==> src/rtl/dice_pkg.sv <==
// Shared definitions for the dice roller.
//   state_e       : roller FSM state encoding (IDLE=0, DRAW=1, PRESENT=2)
//   LFSR_MASK     : Galois feedback mask of the 16-bit right-shifting LFSR
//   DIE_MIN/MAX   : legal die face bounds
//   lfsr_next()   : one LFSR step
package dice_pkg;

    typedef enum logic [1:0] {
        IDLE    = 2'd0,
        DRAW    = 2'd1,
        PRESENT = 2'd2
    } state_e;

    localparam logic [15:0] LFSR_MASK = 16'hB400;
    localparam logic [2:0]  DIE_MIN   = 3'd1;
    localparam logic [2:0]  DIE_MAX   = 3'd6;

    // Right shift; the bit shifted out selects whether the mask is folded in.
    function automatic logic [15:0] lfsr_next(input logic [15:0] s);
        return (s >> 1) ^ (s[0] ? LFSR_MASK : 16'h0000);
    endfunction

endpackage

==> src/rtl/lfsr16.sv <==
// Free-running 16-bit Galois LFSR.
//   clk   : rising-edge clock; the register steps on every edge
//   reset : asynchronous active-low; loads SEED (or 16'h0001 if SEED is 0)
//   rnd_o : low three bits of the current state, used as the raw die draw
module lfsr16
    import dice_pkg::*;
#(
    parameter logic [15:0] SEED = 16'hACE1
) (
    input  logic       clk,
    input  logic       reset,
    output logic [2:0] rnd_o
);

    // An all-zero state would lock the LFSR, so a zero seed is replaced.
    localparam logic [15:0] LOAD_VAL = (SEED == 16'h0000) ? 16'h0001 : SEED;

    logic [15:0] lfsr_q;
    logic [15:0] lfsr_d;

    // Next-state step of the LFSR.
    always_comb begin
        lfsr_d = lfsr_next(lfsr_q);
    end

    // LFSR state register with seed load on reset.
    always_ff @(posedge clk or negedge reset) begin
        if (!reset) begin
            lfsr_q <= LOAD_VAL;
        end else begin
            lfsr_q <= lfsr_d;
        end
    end

    assign rnd_o = lfsr_q[2:0];

endmodule

==> src/rtl/dice_roller.sv <==
// Dice source for the game engine: answers roll requests with a value 1..6
// over a valid/ack handshake and tracks consecutive sixes per player.
//   clk, reset       : clock and asynchronous active-low reset
//   roll_req, player : request (level) and requesting player, taken in IDLE
//   roll_ack         : engine consumed the result, taken in PRESENT
//   roll_valid       : result held until acknowledged
//   roll_val         : die value 1..6, 0 when not valid
//   roll_player      : player latched with the request
//   extra_turn       : a six that is not the third consecutive one
//   forfeit          : third consecutive six by this player
module dice_roller
    import dice_pkg::*;
#(
    parameter logic [15:0] SEED    = 16'hACE1,
    parameter int          MAX_REJ = 3
) (
    input  logic       clk,
    input  logic       reset,
    input  logic       roll_req,
    input  logic       player,
    input  logic       roll_ack,
    output logic       roll_valid,
    output logic [2:0] roll_val,
    output logic       roll_player,
    output logic       extra_turn,
    output logic       forfeit
);

    localparam int              REJ_W     = (MAX_REJ < 1) ? 1 : $clog2(MAX_REJ + 1);
    localparam logic [REJ_W-1:0] REJ_LIMIT = REJ_W'(MAX_REJ);

    logic [2:0]       rnd_s;
    logic             accept_s;
    logic [2:0]       draw_val_s;

    state_e           state_q, state_d;
    logic [REJ_W-1:0] rej_cnt_q, rej_cnt_d;
    logic [1:0][1:0]  six_cnt_q, six_cnt_d;
    logic             roll_valid_q, roll_valid_d;
    logic [2:0]       roll_val_q, roll_val_d;
    logic             roll_player_q, roll_player_d;
    logic             extra_turn_q, extra_turn_d;
    logic             forfeit_q, forfeit_d;

    lfsr16 #(.SEED(SEED)) u_lfsr (
        .clk   (clk),
        .reset (reset),
        .rnd_o (rnd_s)
    );

    // Judge the current draw: a legal face is taken as-is; after MAX_REJ
    // rejects a 0/7 draw is folded into 1..4 so latency stays bounded.
    always_comb begin
        accept_s   = 1'b0;
        draw_val_s = 3'd0;
        if (rnd_s >= DIE_MIN && rnd_s <= DIE_MAX) begin
            accept_s   = 1'b1;
            draw_val_s = rnd_s;
        end else if (rej_cnt_q >= REJ_LIMIT) begin
            accept_s   = 1'b1;
            draw_val_s = {1'b0, rnd_s[1:0]} + 3'd1;
        end else begin
            accept_s   = 1'b0;
            draw_val_s = 3'd0;
        end
    end

    // FSM next state, handshake outputs and per-player six tracking.
    always_comb begin
        state_d       = state_q;
        rej_cnt_d     = rej_cnt_q;
        six_cnt_d     = six_cnt_q;
        roll_valid_d  = roll_valid_q;
        roll_val_d    = roll_val_q;
        roll_player_d = roll_player_q;
        extra_turn_d  = extra_turn_q;
        forfeit_d     = forfeit_q;
        case (state_q)
            IDLE: begin
                if (roll_req) begin
                    roll_player_d = player;
                    rej_cnt_d     = {REJ_W{1'b0}};
                    state_d       = DRAW;
                end else begin
                    state_d = IDLE;
                end
            end
            DRAW: begin
                if (accept_s) begin
                    state_d      = PRESENT;
                    roll_valid_d = 1'b1;
                    roll_val_d   = draw_val_s;
                    // roll_player_q already holds the requester here.
                    if (draw_val_s == DIE_MAX) begin
                        if (six_cnt_q[roll_player_q] == 2'd2) begin
                            forfeit_d                = 1'b1;
                            extra_turn_d             = 1'b0;
                            six_cnt_d[roll_player_q] = 2'd0;
                        end else begin
                            forfeit_d                = 1'b0;
                            extra_turn_d             = 1'b1;
                            six_cnt_d[roll_player_q] = six_cnt_q[roll_player_q] + 2'd1;
                        end
                    end else begin
                        forfeit_d                = 1'b0;
                        extra_turn_d             = 1'b0;
                        six_cnt_d[roll_player_q] = 2'd0;
                    end
                end else begin
                    rej_cnt_d = rej_cnt_q + REJ_W'(1);
                end
            end
            PRESENT: begin
                if (roll_ack) begin
                    state_d      = IDLE;
                    roll_valid_d = 1'b0;
                    roll_val_d   = 3'd0;
                    extra_turn_d = 1'b0;
                    forfeit_d    = 1'b0;
                end else begin
                    state_d = PRESENT;
                end
            end
            default: begin
                state_d      = IDLE;
                roll_valid_d = 1'b0;
                roll_val_d   = 3'd0;
                extra_turn_d = 1'b0;
                forfeit_d    = 1'b0;
            end
        endcase
    end

    // State and output registers.
    always_ff @(posedge clk or negedge reset) begin
        if (!reset) begin
            state_q       <= IDLE;
            rej_cnt_q     <= {REJ_W{1'b0}};
            six_cnt_q     <= '0;
            roll_valid_q  <= 1'b0;
            roll_val_q    <= 3'd0;
            roll_player_q <= 1'b0;
            extra_turn_q  <= 1'b0;
            forfeit_q     <= 1'b0;
        end else begin
            state_q       <= state_d;
            rej_cnt_q     <= rej_cnt_d;
            six_cnt_q     <= six_cnt_d;
            roll_valid_q  <= roll_valid_d;
            roll_val_q    <= roll_val_d;
            roll_player_q <= roll_player_d;
            extra_turn_q  <= extra_turn_d;
            forfeit_q     <= forfeit_d;
        end
    end

    assign roll_valid  = roll_valid_q;
    assign roll_val    = roll_val_q;
    assign roll_player = roll_player_q;
    assign extra_turn  = extra_turn_q;
    assign forfeit     = forfeit_q;

endmodule
==> config.mk <==
export PLATFORM = sky130hd
export DESIGN_NAME = dice_roller
export DESIGN_NICKNAME = d
export VERILOG_FILES = /design/src/rtl/dice_pkg.sv /design/src/rtl/lfsr16.sv /design/src/rtl/dice_roller.sv
export SDC_FILE = /design/constraint.sdc
export NUM_CORES = 1
export LEC_CHECK = 0
export CAP_MARGIN = 20
export CORE_AREA = 2 2 66 68
export CTS_BUF_LIST = sky130_fd_sc_hd__clkbuf_4
export DETAILED_ROUTE_END_ITERATION = 8
export DIE_AREA = 0 0 68 70
export HOLD_SLACK_MARGIN = 0.05
export SYNTH_ARGS = -nofsm -noshare
export SYNTH_HDL_FRONTEND = slang
export SYNTH_SLANG_ARGS = --single-unit
==> constraint.sdc <==
create_clock -name clk -period 4.1 [get_ports clk]
set_input_delay 0.615 -clock clk [delete_from_list [all_inputs] [get_ports clk]]
set_output_delay 0.615 -clock clk [all_outputs]
set_load 0.02 [all_outputs]
# After elaboration in Yosys (flattened, before gate mapping)

Cells that the tools add are included.

Output and inout bits: 7
Word-level logic and storage cells: 71
Flip-flop bits (word level): 31
Input bits: 5

Order comparisons: 5
Equal/unequal tests: 8
Reduce and logical (&&, ||, !) cells: 8
Add/sub/neg operators: 3
Bitwise gates (word level): 4
Mux-type cells: 33

Operators by type and width:

| kind                                                                   | count |
|---|---|
| 16-bit two-way mux                                                     | 1 |
| 15-bit by 16-bit bitwise XOR with 16-bit output                        | 1 |
| 2-bit two-way mux                                                      | 7 |
| 3-bit two-way mux                                                      | 4 |
| 1-bit two-way mux                                                      | 11 |
| 1-bit one-hot mux with 3 select lines                                  | 3 |
| 3-bit one-hot mux with 3 select lines                                  | 1 |
| 4-bit two-way mux                                                      | 2 |
| 2-bit != test (second input constant)                                  | 4 |
| 2-bit one-hot mux with 3 select lines                                  | 1 |
| 3-bit AND reduction                                                    | 2 |
| 2-bit by 1-bit adder with 2-bit output (second input constant)         | 2 |
| 4-bit bitwise AND                                                      | 1 |
| 4-bit bitwise mux                                                      | 1 |
| 2-bit == test (second input constant)                                  | 2 |
| 4-bit NOT                                                              | 1 |
| 2-bit one-hot mux with 2 select lines                                  | 1 |
| 2-bit AND reduction                                                    | 2 |
| 2-bit by 1-bit adder with 3-bit output (second input constant)         | 1 |
| 3-bit == test (second input constant)                                  | 1 |
| 3-bit by 1-bit >= comparator with 1-bit output (second input constant) | 1 |
| 3-bit <= comparator (second input constant)                            | 1 |
| 2-bit demux with 1-bit select                                          | 1 |
| 2-bit by 1-bit == test with 1-bit output (second input constant)       | 1 |
| 7 further kinds                                                        | 8 |

# Depth between registers and ports, before layout

Gate-level depths: netlist of run 1.

Depth after elaboration: 8
Gate-level depth with buffers: 8
Depth with buffers taken out: 6

# Hierarchy

A second synthesis of run 1 with hierarchy kept.

Cells, all modules: 105
Area, all modules: 1,302.5 um2

By module, submodules not included:

| module      | cells each | sequential area each (um2) | times used | area an instance (um2) |
|---|---|---|---|---|
| dice_roller | 83         | 375.4                      | 1          | 843.3 |
| lfsr16      | 22         | 410.4                      | 1          | 459.2 |

# Least setup slack after synthesis of run 1

No wires, ideal clock.

Path type: register -> register
Start point: reg u_lfsr.lfsr_q[0]
End point: reg forfeit_q, in the netlist forfeit
Period minus slack after synthesis: 2.090 ns
Arrival: 1.968 ns
Buffers on the path: 1
Cell stages (with the launch flop): 8
Data required time: 3.978 ns
Setup slack: 2.010 ns
Setup time: 0.122 ns
Cells stage by stage: dfstp_2 -> clkbuf_1 -> inv_1 -> ha_1 -> nand2b_1 -> a2111o_1 -> and2_1 -> a32o_1

Longest elaborated chain between the ends: 7
Elaborated cells on any way between the ends: 13
Those cells by class: add/sub (1); order compare (2); eq/ne (2); mux (6); reduce/logical (2)

RTL lines:

| what                                                                 | RTL line                             | text |
|---|---|---|
| from (decl)                                                          | lfsr16.sv:18                         | `logic [15:0] lfsr_q;` |
| from (signal assigned)                                               | lfsr16.sv:31                         | `lfsr_q <= lfsr_d;` |
| 2-bit by 1-bit adder with 3-bit output, or another cell as far along | dice_roller.sv:61                    | `draw_val_s = {1'b0, rnd_s[1:0]} + 3'd1;` |
| 3-bit two-way mux / 1-bit logical AND (equally long branches)        | dice_roller.sv:59, dice_roller.sv:56 |  |
| 3-bit two-way mux                                                    | dice_roller.sv:56                    | `if (rnd_s >= DIE_MIN && rnd_s <= DIE_MAX) begin` |
| 3-bit == test                                                        | dice_roller.sv:94                    | `if (draw_val_s == DIE_MAX) begin` |
| 1-bit two-way mux                                                    | dice_roller.sv:94                    |  |
| 1-bit two-way mux                                                    | dice_roller.sv:89                    | `if (accept_s) begin` |
| 1-bit one-hot mux with 3 select lines                                | dice_roller.sv:78                    | `case (state_q)` |
| to (signal assigned)                                                 | dice_roller.sv:153                   | `forfeit_q <= forfeit_d;` |
| to (decl)                                                            | dice_roller.sv:43                    | `logic forfeit_q, forfeit_d;` |

Parallel ways exist; a longest one is shown, timed or not. The select of a mux whose other input is x is not followed.
A chain may end at the register's enable or synchronous reset.

# Final worst setup path of run 1

Start point: reg u_lfsr.lfsr_q[1]
End point: reg forfeit_q, in the netlist forfeit

Same word-level chain as after synthesis.

==> impl_metrics.ini, run 1 <==
[status]
status = finished clean

[timing]
fin_hold_ws_ns = 0.359
finalMaxSlewViolations = 0
period_share = 0.550
setup_ws_ns = 1.85
clock_skew_ns = 0.00602
worst_slew_pin_slew_ns = 0.444
fmax_mhz = 443
fin_tns_setup_ns = 0
maxSlewHeadroom = 0.703
setup-violations-final = 0
rsz0062_at_grt = no
min_period_ns = 2.25
report.final.hold_viol_count = 0

[detailed_routing]
drcViolationCount = 0
detail-route-antenna-nets = 0
wl_per_cell_um = 12.4
vias = 850
drt_iter0_markers = 26
wirelength_um = 2150
vias_per_cell = 4.89
firstDrtPassIters = 2

[place]
dp.cells = 166
place_ws_ns = 1.85
gp_congestion = 0.787
io_buffer_count = 11
hpwl_um = 1520

[logic_synthesis]
synth_cells = 106
synth_top_family_by_area = compound AO/OA/AOI/OAI gates
ys_types = 35
synth_warnings = 0
synth-main-ff-cell = dfrtp_1
synth_top_cells_by_area = dfrtp_1 (43%), dfstp_2 (16%), ha_1 (4.7%), mux2_2 (3.4%), o21ai_0 (3.0%)
yosysTopAreaCell = dfrtp_1
netlist_area_um2 = 1330
synthSimpleGateAreaFrac = 0.104
avgSynthCellArea_um2 = 12.5
syn-num-nets = 116
synth_seq_cells = 31
ys_async_sr_fraction = 1.00
synth_compound_area_frac = 0.161
synth_top_area_share = 0.434
synthAdderAreaFrac = 0.0471
synth-edff-count = 0
yosysSeqAreaShare = 0.592
synthXorXnorAreaFrac = 0.0198
synthMuxAreaShare = 0.0415

[clocking]
postCtsHoldBufs = 0
ctsHtreeMaxLevel = 2
insertion_delay_ns = 0.32
clkSlewWorstSetupHoldPaths_ns = 0.09
post_cts_resized = 0
cts.sinks = 31
tritoncts = yes
cts_buffers = 5
clockBufferDepth = 2
clockRootBuffer = clkbuf_4
postCtsSetupBuffers = 0

[cells_and_area]
seqCellArea_um2 = 786
antennaDiodeCount = 0
syn_to_final_growth_pct = 16.6
fin_nets = 131
n_fill_cell = 415
drive_gt1_frac = 0.205
multi_input_area_um2 = 495
fin_cells = 174

[flow_run]
cap_violations = 0

[global_routing]
grtUsageTotal = 0.111
grt_pass1_vias = 863
overflow = 0
grt_max_degree = 32
antenna_found_initial = 0
grt_pass1_wl_um = 3870

[power]
powerDensity_nw_per_um2 = 479
irDropWorstVdd_mv = 0.263
finalPower_uw = 741
p_leak_uw = 0.000682

[worst_setup_path]
endpoint_kind = flop
crit_fanout = 13
cp-start-kind = flop
worst_ep_arrival_time_ns = 2.47
worstSetupPathType = reg2reg
cp.required_ns = 4.31

[die]
dieHeight_um = 70
start_util = 0.320
die_w_um = 68
coreArea_um2 = 4140
die-area_um2 = 4760
io_pins = 12
row_count = 24

[hold_path]
hp-class = reg2reg
metal layers:
layer  global-route usage  vias up  share of wire
li1                     -      411              -
met1                0.141      418           0.47
met2                0.155       17           0.46
met3               0.0435        4          0.046
met4               0.0667        0          0.024
met5                    0        -              0
final timing paths:
path / from / end / slack, ns / cells after the start
worst min-delay path: u_lfsr.lfsr_q[4]$_DFF_PN0_ / u_lfsr.lfsr_q[3]$_DFF_PN0_ / 0.36 / 0
min in group asynchronous: reset / u_lfsr.lfsr_q[12]$_DFF_PN0_ / 0.67 / 2
worst max register to register: u_lfsr.lfsr_q[1]$_DFF_PN0_ / forfeit$_DFFE_PN0P_ / 1.85 / 6
worst max-delay path: u_lfsr.lfsr_q[1]$_DFF_PN0_ / forfeit$_DFFE_PN0P_ / 1.85 / 6
worst min register to register: u_lfsr.lfsr_q[4]$_DFF_PN0_ / u_lfsr.lfsr_q[3]$_DFF_PN0_ / 0.36 / 0
max in group asynchronous: reset / u_lfsr.lfsr_q[0]$_DFF_PN1_ / 3.12 / 2
logic make-up (layout without fill, tap and decap cells):
kind of cell | Yosys count | count (layout)
and+or+nand+nor | 21 | 21
adders and majority gates | 5 | 5
DFF | 31 | 31
buffers and inverters | 12 | 28
xor gates and xnor gates | 3 | 3
AOI/OAI and AO/OA | 29 | 29
muxes | 5 | 5
cell usage after synthesis, drive strengths merged (3+ instances only):
master,count
a21oi,3
o2bb2ai,4
dfstp,8
o21ai,8
nor2,3
xor2,3
mux2,4
and2,3
dfrtp,23
a22o,3
clkbuf,3
ha,5
or3,4
inv,8
report_power, final:
group          switching [uW]  internal (uW)  total, uW
combinational            91.1            107        198
sequential               42.7            336        379
clock                    93.3           70.8        164
area by class of cell:
| class | count | share of cell area |
|---|---|---|
| well taps | 52 | 0.0420 |
| inverters | 8 | 0.0194 |
| flip-flops and latches | 31 | 0.508 |
| repair buffers | 12 | 0.0760 |
| clock buffers | 6 | 0.0291 |
| clock inverters | 2 | 0.00566 |
| multi-input cells | 63 | 0.320 |
placed cells by master, fill, tap and decap left out, types with 2 or more instances in the layout:
master / n
a21oi_1: 3
a32o_1: 2
nor2_1: 3
or3_1: 3
o21ai_0: 8
a22o_1: 3
mux2_2: 4
nand2b_1: 2
inv_1: 8
xor2_1: 3
clkdlybuf4s50_1: 11
dfstp_2: 8
o21bai_1: 2
ha_1: 5
nand2_1: 2
clkbuf_4: 6
and2_1: 2
dfrtp_1: 23
o41ai_1: 2
o2bb2ai_1: 4
worst max-delay path, cell delays in order (launching register included):
cell	delay [ns]
dfrtp_1	0.54
inv_1	0.10
ha_1	0.23
or4_4	0.50
nand4b_1	0.37
nor2_1	0.13
a32o_1	0.26
through the flow:
step | instance area [um2] | util
final | 1550 | 0.373
after global routing | 1550 | 0.373
after CTS | 1550 | 0.373
after detailed placement | 1490 | 0.361
after global placement | 1490 | 0.361
after floorplan | 1330 | -
flip-flops by register name, summed over array words and instances (netlist names):
register / count
state_q: 2
forfeit: 1
roll_player: 1
roll_val: 3
u_lfsr.lfsr_q: 16
rej_cnt_q: 2
extra_turn: 1
roll_valid: 1
six_cnt_q: 4
(Power assumes the default switching activity.)
==> run 2: changes to the inputs <==
Clock period 4.1 ns to 2 ns, I/O delays scaled along.
==> run 2 against run 1 <==
Compared with the run above:
- first-iteration DRC count unchanged
- sequential cell count unchanged
- utilization increased by 0.54 points
- maximum frequency increased by 17%
- total power increased by 110%
- routed wire length increased by 3.6%
- critical endpoint is now six_cnt_q[3]$_DFFE_PN0P_
==> impl_metrics.ini, run 2 (synthesis results as in run 1) <==
[clocking]
post_cts_resized = 0
clockBufferDepth = 2
clkSlewWorstSetupHoldPaths_ns = 0.09
insertion_delay_ns = 0.33
postCtsHoldBufs = 0
clockRootBuffer = clkbuf_4
postCtsSetupBuffers = 0
cts.sinks = 31
cts_buffers = 5
ctsHtreeMaxLevel = 2
tritoncts = yes

[hold_path]
hp-class = in2async

[timing]
report.final.hold_viol_count = 0
setup-violations-final = 0
rsz0062_at_grt = yes
min_period_ns = 1.93
fmax_mhz = 518
fin_hold_ws_ns = 0.346
period_share = 0.965
maxSlewHeadroom = 0.755
setup_ws_ns = 0.0698
worst_slew_pin_slew_ns = 0.368
finalMaxSlewViolations = 0
clock_skew_ns = 0.00891

[place]
gp_congestion = 0.778
hpwl_um = 1550
dp.cells = 170
io_buffer_count = 11
place_ws_ns = 0.0950

[cells_and_area]
top_register = u_lfsr.lfsr_q
final_common_cell = dfrtp_1
n_fill_cell = 396
fin_cells = 177
final_cell_mix = dfrtp_1 (23), clkdlybuf4s50_1 (11), inv_1 (8), o21ai_0 (8), dfstp_2 (8)
fin_util = 0.379
antennaDiodeCount = 0
fin_nets = 135
largest_reg_flops = 16
drive_gt1_frac = 0.224
syn_to_final_growth_pct = 18.3

[flow_run]
cap_violations = 0

[worst_setup_path]
worst_ep_arrival_time_ns = 2.15
cp-start-kind = flop
worstSetupPathType = reg2reg
cp.required_ns = 2.22
crit_fanout = 5
endpoint_kind = flop

[status]
status = finished clean

[die]
die-area_um2 = 4760
io_pins = 12
start_util = 0.320
coreArea_um2 = 4140
row_count = 24
dieHeight_um = 70
die_w_um = 68

[global_routing]
antenna_found_initial = 0
grt_max_degree = 32
overflow = 0
grt_pass1_wl_um = 3940
grtUsageTotal = 0.110
grt_pass1_vias = 861

[power]
powerDensity_nw_per_um2 = 978
irDropWorstVdd_mv = 0.312
p_leak_uw = 0.000697
finalPower_uw = 1540

[detailed_routing]
vias = 862
drcViolationCount = 0
detail-route-antenna-nets = 0
wirelength_um = 2230
vias_per_cell = 4.87
drt_iter0_markers = 26
wl_per_cell_um = 12.6
firstDrtPassIters = 4
run 2: area by class of cell:
class	count	area (um2)	share of cell area
multi-input combinational	63	495	0.316
sequential	31	786	0.500
clock inverter	2	8.76	0.00558
clock buffer	5	37.5	0.0239
tap	52	65.1	0.0414
timing repair buffer	16	148	0.0940
inverter	8	30.0	0.0191
run 2: critical path, stage by stage (launching register included):
cell and delay, ns:
dfstp_2 0.58, inv_1 0.05, ha_1 0.31, nor3b_1 0.20
a32o_1 0.16, nand4_1 0.21, o41ai_1 0.31
run 2: through the flow:
step                area (um2)  setup TNS (ns)
floorplan                 1330        -0.00131
finish                    1570               0
global route              1570         -0.0484
CTS                       1570               0
detailed placement        1520               0
global placement          1520               0
run 2: final timing paths:
check / slack [ns] / startpoint / cells after the start / to
setup / recovery: 0.07 / u_lfsr.lfsr_q[0]$_DFF_PN1_ / 6 / six_cnt_q[3]$_DFFE_PN0P_
hold / removal: 0.35 / reset / 2 / six_cnt_q[1]$_DFFE_PN0P_
setup reg to reg: 0.07 / u_lfsr.lfsr_q[0]$_DFF_PN1_ / 6 / six_cnt_q[3]$_DFFE_PN0P_
hold reg to reg: 0.36 / u_lfsr.lfsr_q[12]$_DFF_PN0_ / 0 / u_lfsr.lfsr_q[11]$_DFF_PN1_
max in group asynchronous: 1.33 / reset / 2 / u_lfsr.lfsr_q[10]$_DFF_PN1_
min in group clk: 0.36 / u_lfsr.lfsr_q[12]$_DFF_PN0_ / 0 / u_lfsr.lfsr_q[11]$_DFF_PN1_
run 2: routing by layer:
layer / track usage / part of all wire
met5: 0 / 0
met4: 0.0533 / 0.023
met3: 0.0338 / 0.031
met2: 0.154 / 0.46
met1: 0.153 / 0.49
run 2: power breakdown:
part | internal, uW | switching (uW)
sequential | 689 | 69.2
combinational | 240 | 215
clock | 124 | 198
==> run 3: changes to the inputs <==
--- a/constraint.sdc
+++ b/constraint.sdc
@@ -3,2 +3,2 @@
 set_output_delay 0.3 -clock clk [all_outputs]
-set_load 0.02 [all_outputs]
+set_load 0.01 [all_outputs]
==> run 3 against run 2 <==
Compared with the run above:
- die area did not move
- design area rose by 6.6%
- global-route usage rose by 0.74 points
- critical endpoint unchanged
==> impl_metrics.ini, run 3 (synthesis results as in run 1) <==
[status]
status = finished clean

[clocking]
clkSlewWorstSetupHoldPaths_ns = 0.10
clockBufferDepth = 2
tritoncts = yes
postCtsHoldBufs = 0
insertion_delay_ns = 0.33
cts.sinks = 31
clockRootBuffer = clkbuf_4
ctsHtreeMaxLevel = 2
cts_buffers = 5

[timing]
min_period_ns = 1.99
report.final.hold_viol_count = 0
fmax_mhz = 503
worst_slew_pin_slew_ns = 0.383
finalMaxSlewViolations = 0
setup-violations-final = 0
period_share = 0.993
clock_skew_ns = 0.0147
maxSlewHeadroom = 0.745
rsz0062_at_grt = yes

[detailed_routing]
vias = 876
firstDrtPassIters = 4
drt_iter0_markers = 51
vias_per_cell = 4.87
drcViolationCount = 0
detail-route-antenna-nets = 0
wl_per_cell_um = 13.5
wirelength_um = 2440

[power]
finalPower_uw = 1710
irDropWorstVdd_mv = 0.521
p_leak_uw = 0.000766
powerDensity_nw_per_um2 = 1020

[die]
dieHeight_um = 70
row_count = 24
die_w_um = 68
io_pins = 12
coreArea_um2 = 4140
die-area_um2 = 4760
start_util = 0.320

[hold_path]
hp-class = in2async

[worst_setup_path]
worst_ep_arrival_time_ns = 2.22
crit_fanout = 4
regToRegStartpoint = u_lfsr.lfsr_q[0]$_DFF_PN1_
worstSetupPathType = reg2reg
cp-start-kind = flop
cp.required_ns = 2.24
crit_start = u_lfsr.lfsr_q[0]$_DFF_PN1_
endpoint_kind = flop

[cells_and_area]
fin_cells = 180
largest_reg_flops = 16
n_fill_cell = 396
final_common_cell = dfrtp_1
fin_nets = 137
drive_gt1_frac = 0.305
top_register = u_lfsr.lfsr_q
final_cell_mix = dfrtp_1 (23), clkdlybuf4s50_1 (11), o21ai_0 (8), dfstp_2 (8)
seqCellArea_um2 = 786
antennaDiodeCount = 0
multi_input_area_um2 = 548
syn_to_final_growth_pct = 26.1

[global_routing]
grt_pass1_wl_um = 4060
overflow = 0
grtUsageTotal = 0.117
grt_max_degree = 32
grt_pass1_vias = 860
antenna_found_initial = 0

[place]
io_buffer_count = 11
hpwl_um = 1610
gp_congestion = 0.793
dp.cells = 170

[flow_run]
cap_violations = 0
[run 3: metrics by stage]
step,TNS (ns),setup slack (ns),area (um2),util,hold slack (ns)
2_1_floorplan,0,0.0142,1330,-,0.00441
3_3_place_gp,0,0.133,1520,0.368,0.337
3_5_place_dp,-0.00781,-0.00781,1520,0.368,0.336
4_1_cts,0,0.0161,1610,0.389,0.357
5_1_grt,-0.0790,-0.0345,1670,0.404,0.364
6_report,0,0.0134,1670,0.404,0.352
[run 3: repair_timing]
item,in CTS,in global routing
endpoints found under the setup margin,1,5
pin swaps,0,3
gates resized for setup,1,8
setup buffers,0,2
[run 3: worst max-delay path, stage by stage (launching register included)]
cell and delay, ns:
dfstp_2 0.57, inv_2 0.05, ha_4 0.15, or2b_1 0.25, o211ai_1 0.23, nand4_1 0.22
buf_4 0.22, o41ai_4 0.20
[run 3: layer usage]
metal	wire, um	track usage
met5	0	0
met4	63	0.0711
met3	58	0.0451
met2	1150	0.160
met1	1170	0.155
[run 3: worst paths after layout]
check,to,depth (start not counted),slack (ns)
hold reg to reg,u_lfsr.lfsr_q[6]$_DFF_PN1_,0,0.36
setup reg to reg,six_cnt_q[3]$_DFFE_PN0P_,7,0.01
max in group asynchronous,u_lfsr.lfsr_q[5]$_DFF_PN1_,2,1.31
hold / removal,six_cnt_q[0]$_DFFE_PN0P_,2,0.35
min in group clk,u_lfsr.lfsr_q[6]$_DFF_PN1_,0,0.36
setup / recovery,six_cnt_q[3]$_DFFE_PN0P_,7,0.01
[run 3: layout make-up]
type / count / area share
timing repair buffer: 18 / 0.0972
inverter: 8 / 0.0179
clock inverter: 1 / 0.0179
tap: 52 / 0.0389
clock buffer: 7 / 0.0314
sequential: 31 / 0.469
multi-input combinational: 63 / 0.327
[run 3: power breakdown]
| group | switching [uW] | leakage, uW | internal [uW] |
|---|---|---|---|
| Sequential | 71.3 | 0.000391 | 689 |
| Clock | 201 | 0.0000463 | 292 |
| Combinational | 215 | 0.000328 | 242 |
| Total | 488 | 0.000766 | 1220 |
